==> src/rtl/core_fetch_redirect_unit_pkg.sv <==
// Shared types and constants for the fetch/redirect unit: FSM state encoding,
// instruction size and the redirect-target alignment test.
package core_fetch_redirect_unit_pkg;

    localparam int FETCH_ST_WIDTH = 2;
    localparam int INSTR_BYTES    = 4;

    typedef enum logic [FETCH_ST_WIDTH-1:0] {
        FETCH_BOOT = 2'd0,
        FETCH_REQ  = 2'd1,
        FETCH_WAIT = 2'd2,
        FETCH_HOLD = 2'd3
    } fetch_state_e;

    function automatic logic is_word_aligned(input logic [1:0] lsb);
        return lsb == 2'b00;
    endfunction

endpackage

==> src/rtl/core_fetch_redirect_unit_if.sv <==
// Fetch unit bundle: execute redirect inputs, instruction-memory req/gnt/rvalid
// port and the decode-side valid/ready handshake.
interface core_fetch_redirect_unit_if #(
    parameter int DATA_WIDTH = 32
);
    logic                  ex_valid_i;
    logic                  branch_i;
    logic                  jump_i;
    logic [DATA_WIDTH-1:0] brj_pc_i;

    logic                  imem_req_o;
    logic [DATA_WIDTH-1:0] imem_addr_o;
    logic                  imem_gnt_i;
    logic                  imem_rvalid_i;
    logic [DATA_WIDTH-1:0] imem_rdata_i;

    logic [DATA_WIDTH-1:0] instr_o;
    logic [DATA_WIDTH-1:0] instr_pc_o;
    logic                  instr_valid_o;
    logic                  instr_ready_i;

    logic                  flush_o;
    logic                  misalign_o;

    // The fetch unit itself.
    modport master (
        input  ex_valid_i, branch_i, jump_i, brj_pc_i,
        output imem_req_o, imem_addr_o,
        input  imem_gnt_i, imem_rvalid_i, imem_rdata_i,
        output instr_o, instr_pc_o, instr_valid_o,
        input  instr_ready_i,
        output flush_o, misalign_o
    );

    // Its environment: execute stage, instruction memory and decode.
    modport slave (
        output ex_valid_i, branch_i, jump_i, brj_pc_i,
        input  imem_req_o, imem_addr_o,
        output imem_gnt_i, imem_rvalid_i, imem_rdata_i,
        input  instr_o, instr_pc_o, instr_valid_o,
        output instr_ready_i,
        input  flush_o, misalign_o
    );

endinterface

==> src/rtl/core_fetch_buffer.sv <==
// Single-entry instruction buffer between fetch and decode. Clear beats load,
// load beats pop.
module core_fetch_buffer #(
    parameter int DATA_WIDTH = 32
) (
    input  logic                  clk_i,
    input  logic                  rstn_i,
    input  logic                  load,
    input  logic                  pop,
    input  logic                  clear,
    input  logic [DATA_WIDTH-1:0] instr_d,
    input  logic [DATA_WIDTH-1:0] pc_d,
    output logic [DATA_WIDTH-1:0] instr,
    output logic [DATA_WIDTH-1:0] pc,
    output logic                  valid
);

    // NOTE: this is one register entry, not a RAM, so its data is reset along
    // with the flag and decode never sees X even when valid is low.
    always_ff @(posedge clk_i or negedge rstn_i) begin
        if (!rstn_i) begin
            instr <= '0;
            pc    <= '0;
            valid <= 1'b0;
        end else begin
            // NOTE: non-blocking assignments keep every register sampling
            // pre-edge values regardless of statement order.
            if (load) begin
                instr <= instr_d;
                pc    <= pc_d;
            end
            if (clear)     valid <= 1'b0;
            else if (load) valid <= 1'b1;
            else if (pop)  valid <= 1'b0;
        end
    end

endmodule

==> src/rtl/core_fetch_redirect_unit.sv <==
// Fetch-side PC and instruction-fetch controller: sequences PC+4 fetches with
// one outstanding request and applies taken branch/jump redirects from execute.
module core_fetch_redirect_unit
    import core_fetch_redirect_unit_pkg::*;
#(
    parameter int                    DATA_WIDTH = 32,
    parameter logic [DATA_WIDTH-1:0] BOOT_ADDR  = '0
) (
    input logic                   clk_i,
    input logic                   rstn_i,
    core_fetch_redirect_unit_if.master bus
);

    fetch_state_e          state_q, state_d;
    logic [DATA_WIDTH-1:0] pc_q, fpc_q;
    logic                  drop_q, flush_q, misalign_q;

    logic                  redir, redir_ok, redir_bad;
    logic                  grant, resp;
    logic                  buf_load, buf_pop, buf_valid;
    logic [DATA_WIDTH-1:0] buf_instr, buf_pc;

    assign redir     = bus.ex_valid_i & (bus.branch_i | bus.jump_i);
    assign redir_ok  = redir &  is_word_aligned(bus.brj_pc_i[1:0]);
    assign redir_bad = redir & ~is_word_aligned(bus.brj_pc_i[1:0]);

    assign grant    = (state_q == FETCH_REQ)  & bus.imem_gnt_i;
    assign resp     = (state_q == FETCH_WAIT) & bus.imem_rvalid_i;
    assign buf_load = resp & ~drop_q & ~redir_ok;
    assign buf_pop  = (state_q == FETCH_HOLD) & buf_valid & bus.instr_ready_i;

    always_ff @(posedge clk_i or negedge rstn_i) begin
        if (!rstn_i) state_q <= FETCH_BOOT;
        else         state_q <= state_d;
    end

    // A redirect in REQ lands in the same state as the normal path (the stale
    // grant is killed via drop_q); in WAIT/HOLD it forces a fresh request.
    always_comb begin
        // NOTE: default first so every path assigns state_d and no latch forms.
        state_d = state_q;
        case (state_q)
            FETCH_BOOT: state_d = FETCH_REQ;
            FETCH_REQ:  if (grant) state_d = FETCH_WAIT;
            FETCH_WAIT: if (resp)  state_d = (drop_q | redir_ok) ? FETCH_REQ : FETCH_HOLD;
            FETCH_HOLD: if (redir_ok | buf_pop) state_d = FETCH_REQ;
        endcase
    end

    always_comb begin
        bus.imem_req_o = 1'b0;
        case (state_q)
            FETCH_REQ: bus.imem_req_o = 1'b1;
            default:   bus.imem_req_o = 1'b0;
        endcase
    end

    always_ff @(posedge clk_i or negedge rstn_i) begin
        if (!rstn_i) begin
            pc_q       <= BOOT_ADDR;
            fpc_q      <= '0;
            drop_q     <= 1'b0;
            flush_q    <= 1'b0;
            misalign_q <= 1'b0;
        end else begin
            if (redir_ok)   pc_q <= bus.brj_pc_i;
            else if (grant) pc_q <= pc_q + DATA_WIDTH'(INSTR_BYTES);

            if (grant) fpc_q <= pc_q;

            // Any response retires the single outstanding fetch; a redirect
            // with a fetch still in flight marks that fetch as wrong-path.
            if (resp)
                drop_q <= 1'b0;
            else if (redir_ok & (grant | (state_q == FETCH_WAIT)))
                drop_q <= 1'b1;

            flush_q    <= redir_ok;
            misalign_q <= redir_bad;
        end
    end

    core_fetch_buffer #(
        .DATA_WIDTH (DATA_WIDTH)
    ) u_buffer (
        .clk_i   (clk_i),
        .rstn_i  (rstn_i),
        .load    (buf_load),
        .pop     (buf_pop),
        .clear   (redir_ok),
        .instr_d (bus.imem_rdata_i),
        .pc_d    (fpc_q),
        .instr   (buf_instr),
        .pc      (buf_pc),
        .valid   (buf_valid)
    );

    assign bus.imem_addr_o   = pc_q;
    assign bus.instr_o       = buf_instr;
    assign bus.instr_pc_o    = buf_pc;
    assign bus.instr_valid_o = buf_valid;
    assign bus.flush_o       = flush_q;
    assign bus.misalign_o    = misalign_q;

endmodule

==> src/flat_wrapper.sv <==
// flat-port wrapper written by rule: the top's interface ports become plain ports
module core_fetch_redirect_unit_flat import core_fetch_redirect_unit_pkg::*;
#(
    parameter int                    DATA_WIDTH = 32,
    parameter logic [DATA_WIDTH-1:0] BOOT_ADDR  = '0
)
  (clk_i, rstn_i, bus_ex_valid_i, bus_branch_i, bus_jump_i, bus_brj_pc_i, bus_imem_req_o, bus_imem_addr_o, bus_imem_gnt_i, bus_imem_rvalid_i, bus_imem_rdata_i, bus_instr_o, bus_instr_pc_o, bus_instr_valid_o, bus_instr_ready_i, bus_flush_o, bus_misalign_o);
  core_fetch_redirect_unit_if #(.DATA_WIDTH(DATA_WIDTH)) bus_i ();
  input logic clk_i;
  input logic rstn_i;
  input wire logic [$bits(bus_i.ex_valid_i)-1:0] bus_ex_valid_i;
  input wire logic [$bits(bus_i.branch_i)-1:0] bus_branch_i;
  input wire logic [$bits(bus_i.jump_i)-1:0] bus_jump_i;
  input wire logic [$bits(bus_i.brj_pc_i)-1:0] bus_brj_pc_i;
  output wire logic [$bits(bus_i.imem_req_o)-1:0] bus_imem_req_o;
  output wire logic [$bits(bus_i.imem_addr_o)-1:0] bus_imem_addr_o;
  input wire logic [$bits(bus_i.imem_gnt_i)-1:0] bus_imem_gnt_i;
  input wire logic [$bits(bus_i.imem_rvalid_i)-1:0] bus_imem_rvalid_i;
  input wire logic [$bits(bus_i.imem_rdata_i)-1:0] bus_imem_rdata_i;
  output wire logic [$bits(bus_i.instr_o)-1:0] bus_instr_o;
  output wire logic [$bits(bus_i.instr_pc_o)-1:0] bus_instr_pc_o;
  output wire logic [$bits(bus_i.instr_valid_o)-1:0] bus_instr_valid_o;
  input wire logic [$bits(bus_i.instr_ready_i)-1:0] bus_instr_ready_i;
  output wire logic [$bits(bus_i.flush_o)-1:0] bus_flush_o;
  output wire logic [$bits(bus_i.misalign_o)-1:0] bus_misalign_o;
  assign bus_i.ex_valid_i = bus_ex_valid_i;
  assign bus_i.branch_i = bus_branch_i;
  assign bus_i.jump_i = bus_jump_i;
  assign bus_i.brj_pc_i = bus_brj_pc_i;
  assign bus_imem_req_o = bus_i.imem_req_o;
  assign bus_imem_addr_o = bus_i.imem_addr_o;
  assign bus_i.imem_gnt_i = bus_imem_gnt_i;
  assign bus_i.imem_rvalid_i = bus_imem_rvalid_i;
  assign bus_i.imem_rdata_i = bus_imem_rdata_i;
  assign bus_instr_o = bus_i.instr_o;
  assign bus_instr_pc_o = bus_i.instr_pc_o;
  assign bus_instr_valid_o = bus_i.instr_valid_o;
  assign bus_i.instr_ready_i = bus_instr_ready_i;
  assign bus_flush_o = bus_i.flush_o;
  assign bus_misalign_o = bus_i.misalign_o;
  core_fetch_redirect_unit #(.DATA_WIDTH(DATA_WIDTH), .BOOT_ADDR(BOOT_ADDR)) u_core (.clk_i(clk_i), .rstn_i(rstn_i), .bus(bus_i));
endmodule
==> config.mk <==
export PLATFORM = sky130hd
export DESIGN_NAME = core_fetch_redirect_unit_flat
export DESIGN_NICKNAME = d
export VERILOG_FILES = /design/src/rtl/core_fetch_redirect_unit_pkg.sv /design/src/rtl/core_fetch_redirect_unit_if.sv /design/src/rtl/core_fetch_buffer.sv /design/src/rtl/core_fetch_redirect_unit.sv /design/src/flat_wrapper.sv
export SDC_FILE = /design/constraint.sdc
export NUM_CORES = 1
export LEC_CHECK = 0
export ABC_AREA = 0
export BUFFER_PORTS_ARGS = -buffer_cell sky130_fd_sc_hd__buf_2
export CORE_MARGIN = 2
export CORE_UTILIZATION = 35
export DETAILED_ROUTE_END_ITERATION = 7
export GPL_ROUTABILITY_DRIVEN = 1
export PLACE_DENSITY = 0.59
export RECOVER_POWER = 25
export SLEW_MARGIN = 10
export SYNTH_ARGS = -nofsm -noshare
export SYNTH_HDL_FRONTEND = slang
export SYNTH_SLANG_ARGS = --single-unit
==> constraint.sdc <==
create_clock -name clk_i -period 2.35 [get_ports clk_i]
set_input_delay 0.235 -clock clk_i [delete_from_list [all_inputs] [get_ports clk_i]]
set_output_delay 0.235 -clock clk_i [all_outputs]
set_load 0.005 [all_outputs]
==> impl_metrics.tcl, run 1 <==
set metrics [dict create \
    die_w_um 132 \
    ys_top_cells_by_area "sky130_fd_sc_hd__dfrtp_1 (59%), sky130_fd_sc_hd__mux2_2 (13%), sky130_fd_sc_hd__nand2_1 (7.7%)" \
    grt_start_max_net_pins 53 \
    max-cap-violations 0 \
    number_of_global_route_vias_before_repair 4490 \
    drc 0 \
    via_count 4457 \
    numPortBuffers 171 \
    wire_length_of_the_first_global_routing_pass_um 23400 \
    cts_inserted_buffers 17 \
    cts_sinks 134 \
    globalplace.congestion 0.870 \
    worst_path_dominant_cell_family "simple AND/OR/NAND/NOR gates" \
    grt_overflow 0 \
    timing.setup.critical_path_class "register to register" \
    largest_family_of_logic_cells_by_synthesized_area "simple AND/OR/NAND/NOR gates" \
    m3_gr_usage 0.0536 \
    period_share 0.870 \
    worstPathCellList "ha_1, and2_1, nand4_4, or4_1, a31oi_1" \
    place_worst_setup_slack_ns 0.229 \
    worstSetupEndpointType "register" \
    tritoncts "built" \
    post_synth_adder_cell_area 0.00878 \
    slew_viol_final 0 \
    clk_latency_ns 0.41 \
    setup_tns_ns 0 \
    crit_buf_inv 0 \
    areaGrowthSynthToFinish_pct 30.2 \
    post_synth_and_or_nand_nor_area_fraction 0.167 \
    syn_avg_cell_area_um2 11.2 \
    hold_slack_ns 0.0256 \
    postSynth.asyncResetShare 1.00 \
    initial_utilization 0.359 \
    synth-compound-area-share 0.0663 \
    finish.net_count 766 \
    grt_antenna_before_repair 0 \
    grt_util_met1 0.226 \
    die_height_um 132 \
    synth-warning-count 0 \
    worst-endpoint-arrival_ns 2.37 \
    synth_top_area_cell "sky130_fd_sc_hd__dfrtp_1" \
    worstHoldPathType "input port to register" \
    postSynthNetCount 586 \
    placed_cells_incl_taps 886 \
    post-cts-setup-buffers 0 \
    grt_util_overall 0.168 \
    critPathSlowestCell "sky130_fd_sc_hd__or4_1" \
    grt_setup_unrepaired "false" \
    dr.first_iter.drc_count 240 \
    synth-edff-count 0 \
    synth.area.mux_share 0.126 \
    synth.yosys.seq_area_share 0.588 \
    finish.cell_count_without_fillers 917 \
    final.min_clock_period_ns 2.04 \
    synthesized_area_fraction_occupied_by_xor_and_xnor_cells 0.0184 \
    leakage_nw 3.67 \
    finalHoldViolCount 0 \
    antennaDiodeCount 0 \
    irDropWorstVdd_v 0.000515 \
    synth_cell_types 42 \
    rows 46 \
    timing.slew.headroom 0.193 \
    post_detailed_placement_half_perimeter_wirelength_um 10200 \
    worst-endpoint-required_ns 2.68 \
    design_power_total_w 0.00852 \
    powerDensity_nw_per_um2 1150 \
    clk_pin_slew_ns 0.06 \
    timing.final.setup_violations 0 \
    cts-htree-levels 4 \
    run_status "completed" \
    tightest_slew_ns 1.21 \
    ys.flop_type "sky130_fd_sc_hd__dfrtp_1" \
    final_antenna_net_count 0 \
    layout-drive-gt1-share 0.407 \
    top_level_ports 172 \
    viasPerCell 4.86 \
    synthesized_instance_count 510 \
    postSynthRegisterBits 134 \
    setup_slack_ns 0.306 \
    synth_top_area_frac 0.588 \
    fmaxAchievable_mhz 489 \
    post_synth_instance_area_um2 5700 \
    detail_route.wl_per_cell_um 15.5 \
    routed_wl_um 14200 \
    max_stage_delay_ns 0.55 \
    floorplan.die_area_um2 17300 \
    ctsRootBufferMaster "sky130_fd_sc_hd__clkbuf_16" \
    maximum_clock_skew_at_final_layout_ns 0.00623 \
    length_of_the_first_detailed_routing_pass_in_iterations 4 \
    most_used_routing_layer_in_global_routing "met2" \
    core-area_um2 15900 \
    use_met2 0.257 \
    timing.critical_path.from_type "register" \
    cts_max_path_buffers 2 \
    worstPathMaxFanout 17 \
]
final cells by class:
cell class | instances | area (um2)
Inverter | 7 | 26.3
Tap cell | 216 | 270
Fill cell | 1504 | 8460
Sequential cell | 134 | 3350
Clock buffer | 22 | 474
Multi-Input combinational cell | 344 | 2230
Timing Repair Buffer | 186 | 996
Clock inverter | 8 | 76.3
layer usage:
| layer | share of wire | vias to the layer above |
|---|---|---|
| met4 | 0.020 | 0 |
| met3 | 0.064 | 21 |
| met2 | 0.45 | 153 |
| li1 | - | 2145 |
| met5 | 0 | - |
| met1 | 0.46 | 2138 |
what timing repair did:
action / 4_1_cts / 5_1_grt
gates resized for setup: 0 / 1
setup endpoints to repair: 0 / 1
hold buffers: 1 / 0
hold endpoints to repair: 40 / 0
power breakdown:
part           leakage [nW]  internal, W  switching, W
clock network         0.264      0.00152      0.000942
logic                  1.73      0.00122       0.00110
registers              1.67      0.00318      0.000570
total                  3.67      0.00591       0.00261
synth_stat cells, drive strengths merged (4+ instances only):
cell type	instances
and4	4
clkbuf	15
o21ai	22
nor2	24
or3	4
a31oi	17
inv	7
nand3	14
or4	10
o31ai	10
xnor2	5
buf	10
nand4	11
and3	4
a21oi	4
dfrtp	134
xor2	7
ha	4
nand2	117
mux2	64
and2	5
cells by family (layout without fill, tap and decap cells):
kind of cell,Yosys count,in the layout
xor gates and xnor gates,12,12
AOI/OAI and AO/OA,61,61
and+or+nand+nor,203,203
buffers and inverters,32,223
muxes,64,64
DFF,134,134
adders and majority gates,4,4
worst min-delay path, delay by kind of cell:
kind | cells | cell delay, ns
AOI/OAI and AO/OA | 1 | 0.06
buffers and inverters | 1 | 0.08
and+or+nand+nor | 1 | 0.04
worst paths after layout:
kind	startpoint	endpoint	slack, ns	depth (start not counted)
max	u_core.bus.imem_addr_o[2]$_DFFE_PN0P_	u_core.bus.imem_addr_o[28]$_DFFE_PN0P_	0.31	5
min	bus_brj_pc_i[10]	u_core.bus.imem_addr_o[10]$_DFFE_PN0P_	0.03	3
max reg2reg	u_core.bus.imem_addr_o[2]$_DFFE_PN0P_	u_core.bus.imem_addr_o[28]$_DFFE_PN0P_	0.31	5
min reg2reg	u_core.fpc_q[25]$_DFFE_PN0P_	u_core.fpc_q[25]$_DFFE_PN0P_	0.47	2
max in group asynchronous	rstn_i	u_core.u_buffer.pc[11]$_DFFE_PN0P_	0.80	3
min in group asynchronous	rstn_i	u_core.bus.misalign_o$_DFF_PN0_	0.61	2
state kept, by name (all words and copies together), names as in the netlist:
| name | count |
|---|---|
| u_core.u_buffer.pc | 32 |
| u_core.drop_q | 1 |
| u_core.bus.flush_o | 1 |
| u_core.bus.imem_addr_o | 32 |
| u_core.state_q | 2 |
| u_core.bus.misalign_o | 1 |
| u_core.fpc_q | 32 |
| u_core.u_buffer.instr | 32 |
| u_core.u_buffer.valid | 1 |
layout by cell type, fill, tap and decap left out, types with 2 or more instances in the layout:
master / n
sky130_fd_sc_hd__buf_2: 170
sky130_fd_sc_hd__dfrtp_1: 134
sky130_fd_sc_hd__nand2_1: 117
sky130_fd_sc_hd__mux2_2: 64
sky130_fd_sc_hd__nor2_1: 24
sky130_fd_sc_hd__o21ai_0: 22
sky130_fd_sc_hd__a31oi_1: 17
sky130_fd_sc_hd__clkbuf_16: 17
sky130_fd_sc_hd__nand3_1: 14
sky130_fd_sc_hd__buf_4: 12
sky130_fd_sc_hd__o31ai_1: 10
sky130_fd_sc_hd__or4_1: 10
sky130_fd_sc_hd__nand4_1: 9
sky130_fd_sc_hd__inv_1: 7
sky130_fd_sc_hd__xor2_1: 7
sky130_fd_sc_hd__and2_1: 5
sky130_fd_sc_hd__xnor2_1: 5
sky130_fd_sc_hd__and3_1: 4
sky130_fd_sc_hd__or3_1: 4
sky130_fd_sc_hd__ha_1: 4
sky130_fd_sc_hd__a21oi_1: 3
sky130_fd_sc_hd__clkinvlp_4: 3
sky130_fd_sc_hd__clkbuf_8: 3
sky130_fd_sc_hd__clkinv_2: 3
sky130_fd_sc_hd__nand3b_1: 2
sky130_fd_sc_hd__nor3b_1: 2
sky130_fd_sc_hd__and4_4: 2
sky130_fd_sc_hd__nand4_4: 2
sky130_fd_sc_hd__and4_1: 2
sky130_fd_sc_hd__nor3_1: 2
sky130_fd_sc_hd__clkbuf_1: 2
sky130_fd_sc_hd__buf_12: 2
per-stage QoR:
stage | utilization | instance area [um2]
finish | 0.467 | 7420
global route | 0.467 | 7420
CTS | 0.467 | 7420
detailed placement | 0.432 | 6860
global placement | 0.432 | 6860
floorplan | - | 5700
No activity file was read; power rests on OpenSTA's default activity.
==> run 2, diff against run 1 <==
--- a/config.mk
+++ b/config.mk
@@ -7,8 +7,10 @@
 export LEC_CHECK = 0
 export ABC_AREA = 0
 export BUFFER_PORTS_ARGS = -buffer_cell sky130_fd_sc_hd__buf_2
+export CORE_ASPECT_RATIO = 0.5
 export CORE_MARGIN = 2
 export CORE_UTILIZATION = 35
+export CTS_CLUSTER_SIZE = 30
 export DETAILED_ROUTE_END_ITERATION = 7
 export GPL_ROUTABILITY_DRIVEN = 1
 export PLACE_DENSITY = 0.59
==> run 2 against run 1 <==
Against the previous run: the flow now finishes with violations (max-capacitance violations, max-slew violations); critical path depth grew 1; highest routed layer unchanged; first-iteration DRC count shrank 11%; register-to-register slack worse by 0.08 ns; critical endpoint is now u_core.bus.imem_addr_o[20]$_DFFE_PN0P_.
==> impl_metrics.tcl, run 2 (synthesized netlist as in run 1, its figures left out) <==
set metrics [dict create \
    top_level_ports 172 \
    numPortBuffers 171 \
    max-cap-violations 1 \
    setup_tns_ns 0 \
    clk_pin_slew_ns 0.07 \
    p_comb_frac 0.265 \
    areaGrowthSynthToFinish_pct 30.8 \
    timing.setup.critical_path_class "register to register" \
    seq_power_share 0.430 \
    timing.final.setup_violations 0 \
    grt_antenna_before_repair 0 \
    layout-drive-gt1-share 0.407 \
    grt_start_max_net_pins 66 \
    worstSetupEndpointType "register" \
    maximum_clock_skew_at_final_layout_ns 0.0104 \
    cts_inserted_buffers 17 \
    leakage_nw 3.67 \
    worstPathCellList "inv_1, ha_1, and4_4, nand4_2, or4_1, a31oi_1" \
    cts_sinks 134 \
    post_cts.resized_instances 0 \
    critPathSlowestCell "sky130_fd_sc_hd__or4_1" \
    via_count 4433 \
    final.min_clock_period_ns 2.12 \
    globalplace.congestion 0.796 \
    irDropWorstVdd_v 0.000539 \
    worst-endpoint-arrival_ns 2.47 \
    final_antenna_net_count 0 \
    placed_cells_incl_taps 888 \
    ctsRootBufferMaster "sky130_fd_sc_hd__clkbuf_16" \
    intPower_w 0.00600 \
    wire_length_of_the_first_global_routing_pass_um 22300 \
    finish.cell_count_without_fillers 921 \
    tritoncts "built" \
    mostFrequentLayoutCells "sky130_fd_sc_hd__buf_2 (170), sky130_fd_sc_hd__dfrtp_1 (134), sky130_fd_sc_hd__nand2_1 (117)" \
    post_detailed_placement_half_perimeter_wirelength_um 9640 \
    powerDensity_nw_per_um2 1170 \
    die_w_um 184 \
    post-cts-setup-buffers 0 \
    cts_hold_buf 1 \
    cts_max_path_buffers 2 \
    die_height_um 94.2 \
    finish.net_count 763 \
    initial_utilization 0.364 \
    slew_viol_final 62 \
    timing.slew.headroom -0.127 \
    rows 32 \
    postPlaceCellArea_um2 6860 \
    viasPerCell 4.81 \
    run_status "finished with violations" \
    routed_wl_um 13900 \
    worst-endpoint-required_ns 2.70 \
    period_share 0.903 \
    grt_setup_unrepaired "false" \
    finalHoldViolCount 0 \
    antennaDiodeCount 0 \
    detail_route.wl_per_cell_um 15.1 \
    p_sw_w 0.00270 \
    number_of_global_route_vias_before_repair 4366 \
    core-area_um2 15700 \
    design_area_um2 7450 \
    dr.first_iter.drc_count 214 \
    length_of_the_first_detailed_routing_pass_in_iterations 4 \
    cts-htree-levels 4 \
    mostFrequentLayoutCell "sky130_fd_sc_hd__buf_2" \
    power.clock.fraction 0.306 \
    clk_latency_ns 0.42 \
    tightest_slew_ns 1.69 \
    timing.critical_path.from_type "register" \
    violations "max-capacitance violations, max-slew violations" \
    fmaxAchievable_mhz 471 \
    worstHoldPathType "input port to register" \
    max_stage_delay_ns 0.62 \
    grt_overflow 0 \
    grt_util_overall 0.167 \
    floorplan.die_area_um2 17400 \
    worstPathMaxFanout 17 \
    power.switching_fraction 0.310 \
    drc 0 \
]
-- run 2: cell type report --
type	count	area [um2]
repair buffers	183	986
well taps	221	277
clock buffers	19	443
inverters	7	26.3
fillers	1496	8200
clock inverters	13	149
multi-input cells	344	2220
flip-flops and latches	134	3350
-- run 2: worst paths after layout --
kind	from	slack (ns)	depth (start not counted)	endpoint
setup / recovery	u_core.state_q[1]$_DFFE_PN0P_	0.23	6	u_core.bus.imem_addr_o[20]$_DFFE_PN0P_
hold / removal	bus_brj_pc_i[10]	0.03	3	u_core.bus.imem_addr_o[10]$_DFFE_PN0P_
setup reg to reg	u_core.state_q[1]$_DFFE_PN0P_	0.23	6	u_core.bus.imem_addr_o[20]$_DFFE_PN0P_
hold reg to reg	u_core.fpc_q[19]$_DFFE_PN0P_	0.47	2	u_core.fpc_q[19]$_DFFE_PN0P_
max in group asynchronous	rstn_i	0.54	2	u_core.u_buffer.instr[8]$_DFFE_PN0P_
min in group asynchronous	rstn_i	0.81	2	u_core.u_buffer.valid$_DFFE_PN0P_
-- run 2: worst max-delay path: cells and delay by family (launching register included) --
| kind | cells | cell delay [ns] |
|---|---|---|
| DFF | 1 | 0.41 |
| buffers and inverters | 1 | 0.09 |
| adders and majority gates | 1 | 0.16 |
| AOI/OAI and AO/OA | 1 | 0.16 |
| and+or+nand+nor | 3 | 1.22 |
-- run 2: per-layer routing --
metal,vias to the layer above,share of wire,global-route usage
li1,2142,-,-
met1,2186,0.46,0.208
met2,88,0.49,0.284
met3,17,0.037,0.0384
met4,0,0.015,0.0680
met5,-,0,0
-- run 2: power groups by stage --
stage	Clock (W)	Combinational (W)	Sequential, W
3_5_place_dp	0	0.00235	0.00379
5_1_grt	0.00284	0.00260	0.00387
3_3_place_gp	0	0.00232	0.00375
2_1_floorplan	0	0.00120	0.00375
4_1_cts	0.00273	0.00236	0.00375
6_report	0.00266	0.00230	0.00374
-- run 2: through the flow --
| step | utilization | hold WS, ns | power (W) | setup slack [ns] |
|---|---|---|---|---|
| final | 0.476 | 0.0296 | 0.00870 | 0.228 |
| after CTS | 0.477 | 0.0156 | 0.00883 | 0.239 |
| after global placement | 0.438 | 0.282 | 0.00606 | 0.306 |
| after detailed placement | 0.438 | 0.283 | 0.00613 | 0.247 |
| after floorplan | - | -0.0606 | 0.00495 | 0.363 |
| after global routing | 0.476 | 0.0277 | 0.00931 | 0.0716 |
==> run 3, diff against run 2 <==
--- a/config.mk
+++ b/config.mk
@@ -9,11 +9,11 @@
 export BUFFER_PORTS_ARGS = -buffer_cell sky130_fd_sc_hd__buf_2
 export CORE_ASPECT_RATIO = 0.5
 export CORE_MARGIN = 2
-export CORE_UTILIZATION = 35
+export CORE_UTILIZATION = 40
 export CTS_CLUSTER_SIZE = 30
 export DETAILED_ROUTE_END_ITERATION = 7
 export GPL_ROUTABILITY_DRIVEN = 1
-export PLACE_DENSITY = 0.59
+export PLACE_DENSITY = 0.66
 export RECOVER_POWER = 25
 export SLEW_MARGIN = 10
 export SYNTH_ARGS = -nofsm -noshare
==> run 3 against run 2 <==
Against the previous run: highest routed layer unchanged; clock power about the same; non-clock buffer count up 2; hold slack better by 0.0064 ns; the run now ends clean.
==> impl_metrics.tcl, run 3 (synthesized netlist as in run 1, its figures left out) <==
set metrics [dict create \
    cts_inserted_buffers 17 \
    postPlaceCellArea_um2 6820 \
    setup_tns_ns 0 \
    floorplan.die_area_um2 15300 \
    antennaDiodeCount 0 \
    final_antenna_net_count 0 \
    areaGrowthSynthToFinish_pct 30.3 \
    grt_util_overall 0.186 \
    routed.top_layer "met4" \
    timing.final.setup_violations 0 \
    power.switching_fraction 0.302 \
    globalplace.congestion 0.871 \
    worstPathCellList "inv_1, ha_1, and4_4, nand4_2, or4_1, a31oi_1" \
    grt_setup_unrepaired "false" \
    numPortBuffers 171 \
    fmaxAchievable_mhz 465 \
    worstHoldStart "bus_brj_pc_i[8]" \
    r2r_slack_ns 0.20 \
    cts-htree-levels 4 \
    mostFrequentLayoutCell "sky130_fd_sc_hd__buf_2" \
    worst-endpoint-arrival_ns 2.48 \
    seq_power_share 0.428 \
    powerDensity_nw_per_um2 1170 \
    met2_length_um 6530 \
    setup_slack_ns 0.200 \
    length_of_the_first_detailed_routing_pass_in_iterations 4 \
    worst-endpoint-required_ns 2.68 \
    number_of_global_route_vias_before_repair 4466 \
    place_worst_setup_slack_ns 0.235 \
    viasPerCell 4.98 \
    dr.first_iter.drc_count 227 \
    holdPathStages 3 \
    slew_viol_final 0 \
    max-cap-violations 0 \
    tightest_slew_ns 1.47 \
    critical_path.reg2reg.endpoint "u_core.bus.imem_addr_o[20]$_DFFE_PN0P_" \
    top_level_ports 172 \
    timing.critical_path.from_type "register" \
    p_sw_w 0.00263 \
    irDropWorstVdd_v 0.000431 \
    period_share 0.915 \
    tritoncts "built" \
    timing.slew.headroom 0.0177 \
    layout-drive-gt1-share 0.407 \
    finish.utilization 0.541 \
    finish.net_count 765 \
    max_stage_delay_ns 0.63 \
    final.min_clock_period_ns 2.15 \
    post_cts.resized_instances 0 \
    wire_length_of_the_first_global_routing_pass_um 22400 \
    maximum_clock_skew_at_final_layout_ns 0.00948 \
    mostFrequentLayoutCells "sky130_fd_sc_hd__buf_2 (170), sky130_fd_sc_hd__dfrtp_1 (134), sky130_fd_sc_hd__nand2_1 (117)" \
    clk_pin_slew_ns 0.06 \
    initial_utilization 0.415 \
    worstHoldPathType "input port to register" \
    worstHoldEndpoint "u_core.bus.imem_addr_o[8]$_DFFE_PN0P_" \
    design_area_um2 7430 \
    core-area_um2 13700 \
    grt_overflow 0 \
    worstPathMaxFanout 17 \
    rows 30 \
    via_count 4456 \
    power.clock.fraction 0.307 \
    p_comb_frac 0.265 \
    drc 0 \
    cts_max_path_buffers 2 \
    detail_route.wl_per_cell_um 15.1 \
    clk_latency_ns 0.41 \
    die_w_um 173 \
    cts_sinks 134 \
    post_detailed_placement_half_perimeter_wirelength_um 9430 \
    timing.setup.critical_path_class "register to register" \
    worstSetupEndpointType "register" \
    wl_met3_um 655 \
    run_status "completed" \
    ctsRootBufferMaster "sky130_fd_sc_hd__clkbuf_16" \
    grt_start_max_net_pins 59 \
    grt_antenna_before_repair 0 \
    leakage_nw 3.68 \
    critPathSlowestCell "sky130_fd_sc_hd__or4_1" \
    r2r-start "u_core.state_q[1]$_DFFE_PN0P_" \
    finalHoldViolCount 0 \
    intPower_w 0.00609 \
    routed_wl_um 13500 \
    reg2reg_depth 6 \
    wl_met1_um 6140 \
    die_height_um 88.4 \
]
## run 3: cell count changes in the layout (fill, tap and decap cells not counted), sizes merged
cell and delta:
bufinv +1, clkinv +1, buf +1, inv -3, clkbuf +2
## run 3: metrics by stage
step,hold WS [ns],std cells,total power (W)
2_1_floorplan,-0.0606,510,0.00495
3_3_place_gp,0.245,861,0.00603
3_5_place_dp,0.243,861,0.00612
4_1_cts,0.0194,894,0.00884
5_1_grt,0.0323,894,0.00932
6_report,0.0360,894,0.00872
## run 3: how the worst max path moves through the flow
stage                                       start                                     end  slack [ns]  cells after the start
floorplan           u_core.state_q[1]$_DFFE_PN0P_  u_core.bus.imem_addr_o[29]$_DFFE_PN0P_        0.36                      8
finish              u_core.state_q[1]$_DFFE_PN0P_  u_core.bus.imem_addr_o[20]$_DFFE_PN0P_        0.20                      6
detailed placement  u_core.state_q[1]$_DFFE_PN0P_  u_core.bus.imem_addr_o[28]$_DFFE_PN0P_        0.24                      6
global placement    u_core.state_q[1]$_DFFE_PN0P_  u_core.bus.imem_addr_o[28]$_DFFE_PN0P_        0.31                      6
global route        u_core.state_q[1]$_DFFE_PN0P_  u_core.bus.imem_addr_o[28]$_DFFE_PN0P_        0.04                      6
CTS                 u_core.state_q[1]$_DFFE_PN0P_  u_core.bus.imem_addr_o[28]$_DFFE_PN0P_        0.22                      6
## run 3: metal layers
layer	track usage	vias up
met4	0.0716	0
met3	0.0481	14
met1	0.237	2167
met5	0	-
li1	-	2141
met2	0.311	134
## run 3: repair_timing
item,4_1_cts,5_1_grt
buffers inserted,0,0
hold buffers,1,0
hold endpoints to repair,55,0
## run 3: power by group through the flow
stage / sequential (W) / combinational [W] / clock, W
detailed placement: 0.00377 / 0.00235 / 0
global placement: 0.00372 / 0.00231 / 0
finish: 0.00374 / 0.00231 / 0.00267
floorplan: 0.00375 / 0.00120 / 0
CTS: 0.00374 / 0.00236 / 0.00274
global route: 0.00386 / 0.00262 / 0.00284
## run 3: layout make-up
type	count	area, um2
Fill cell	1235	6310
Sequential cell	134	3350
Multi-Input combinational cell	344	2220
Timing Repair Buffer	185	986
Clock buffer	20	447
Tap cell	192	240
Clock inverter	12	154
Inverter	7	26.3
## run 3: critical path, delay by kind of cell, from the launching register on
family | cells | cell delay, ns
AND/OR/NAND/NOR | 3 | 1.24
adder cells (fa/ha/maj) | 1 | 0.17
AO/OA/AOI/OAI | 1 | 0.17
buffers and inverters | 1 | 0.09
flip-flops | 1 | 0.41
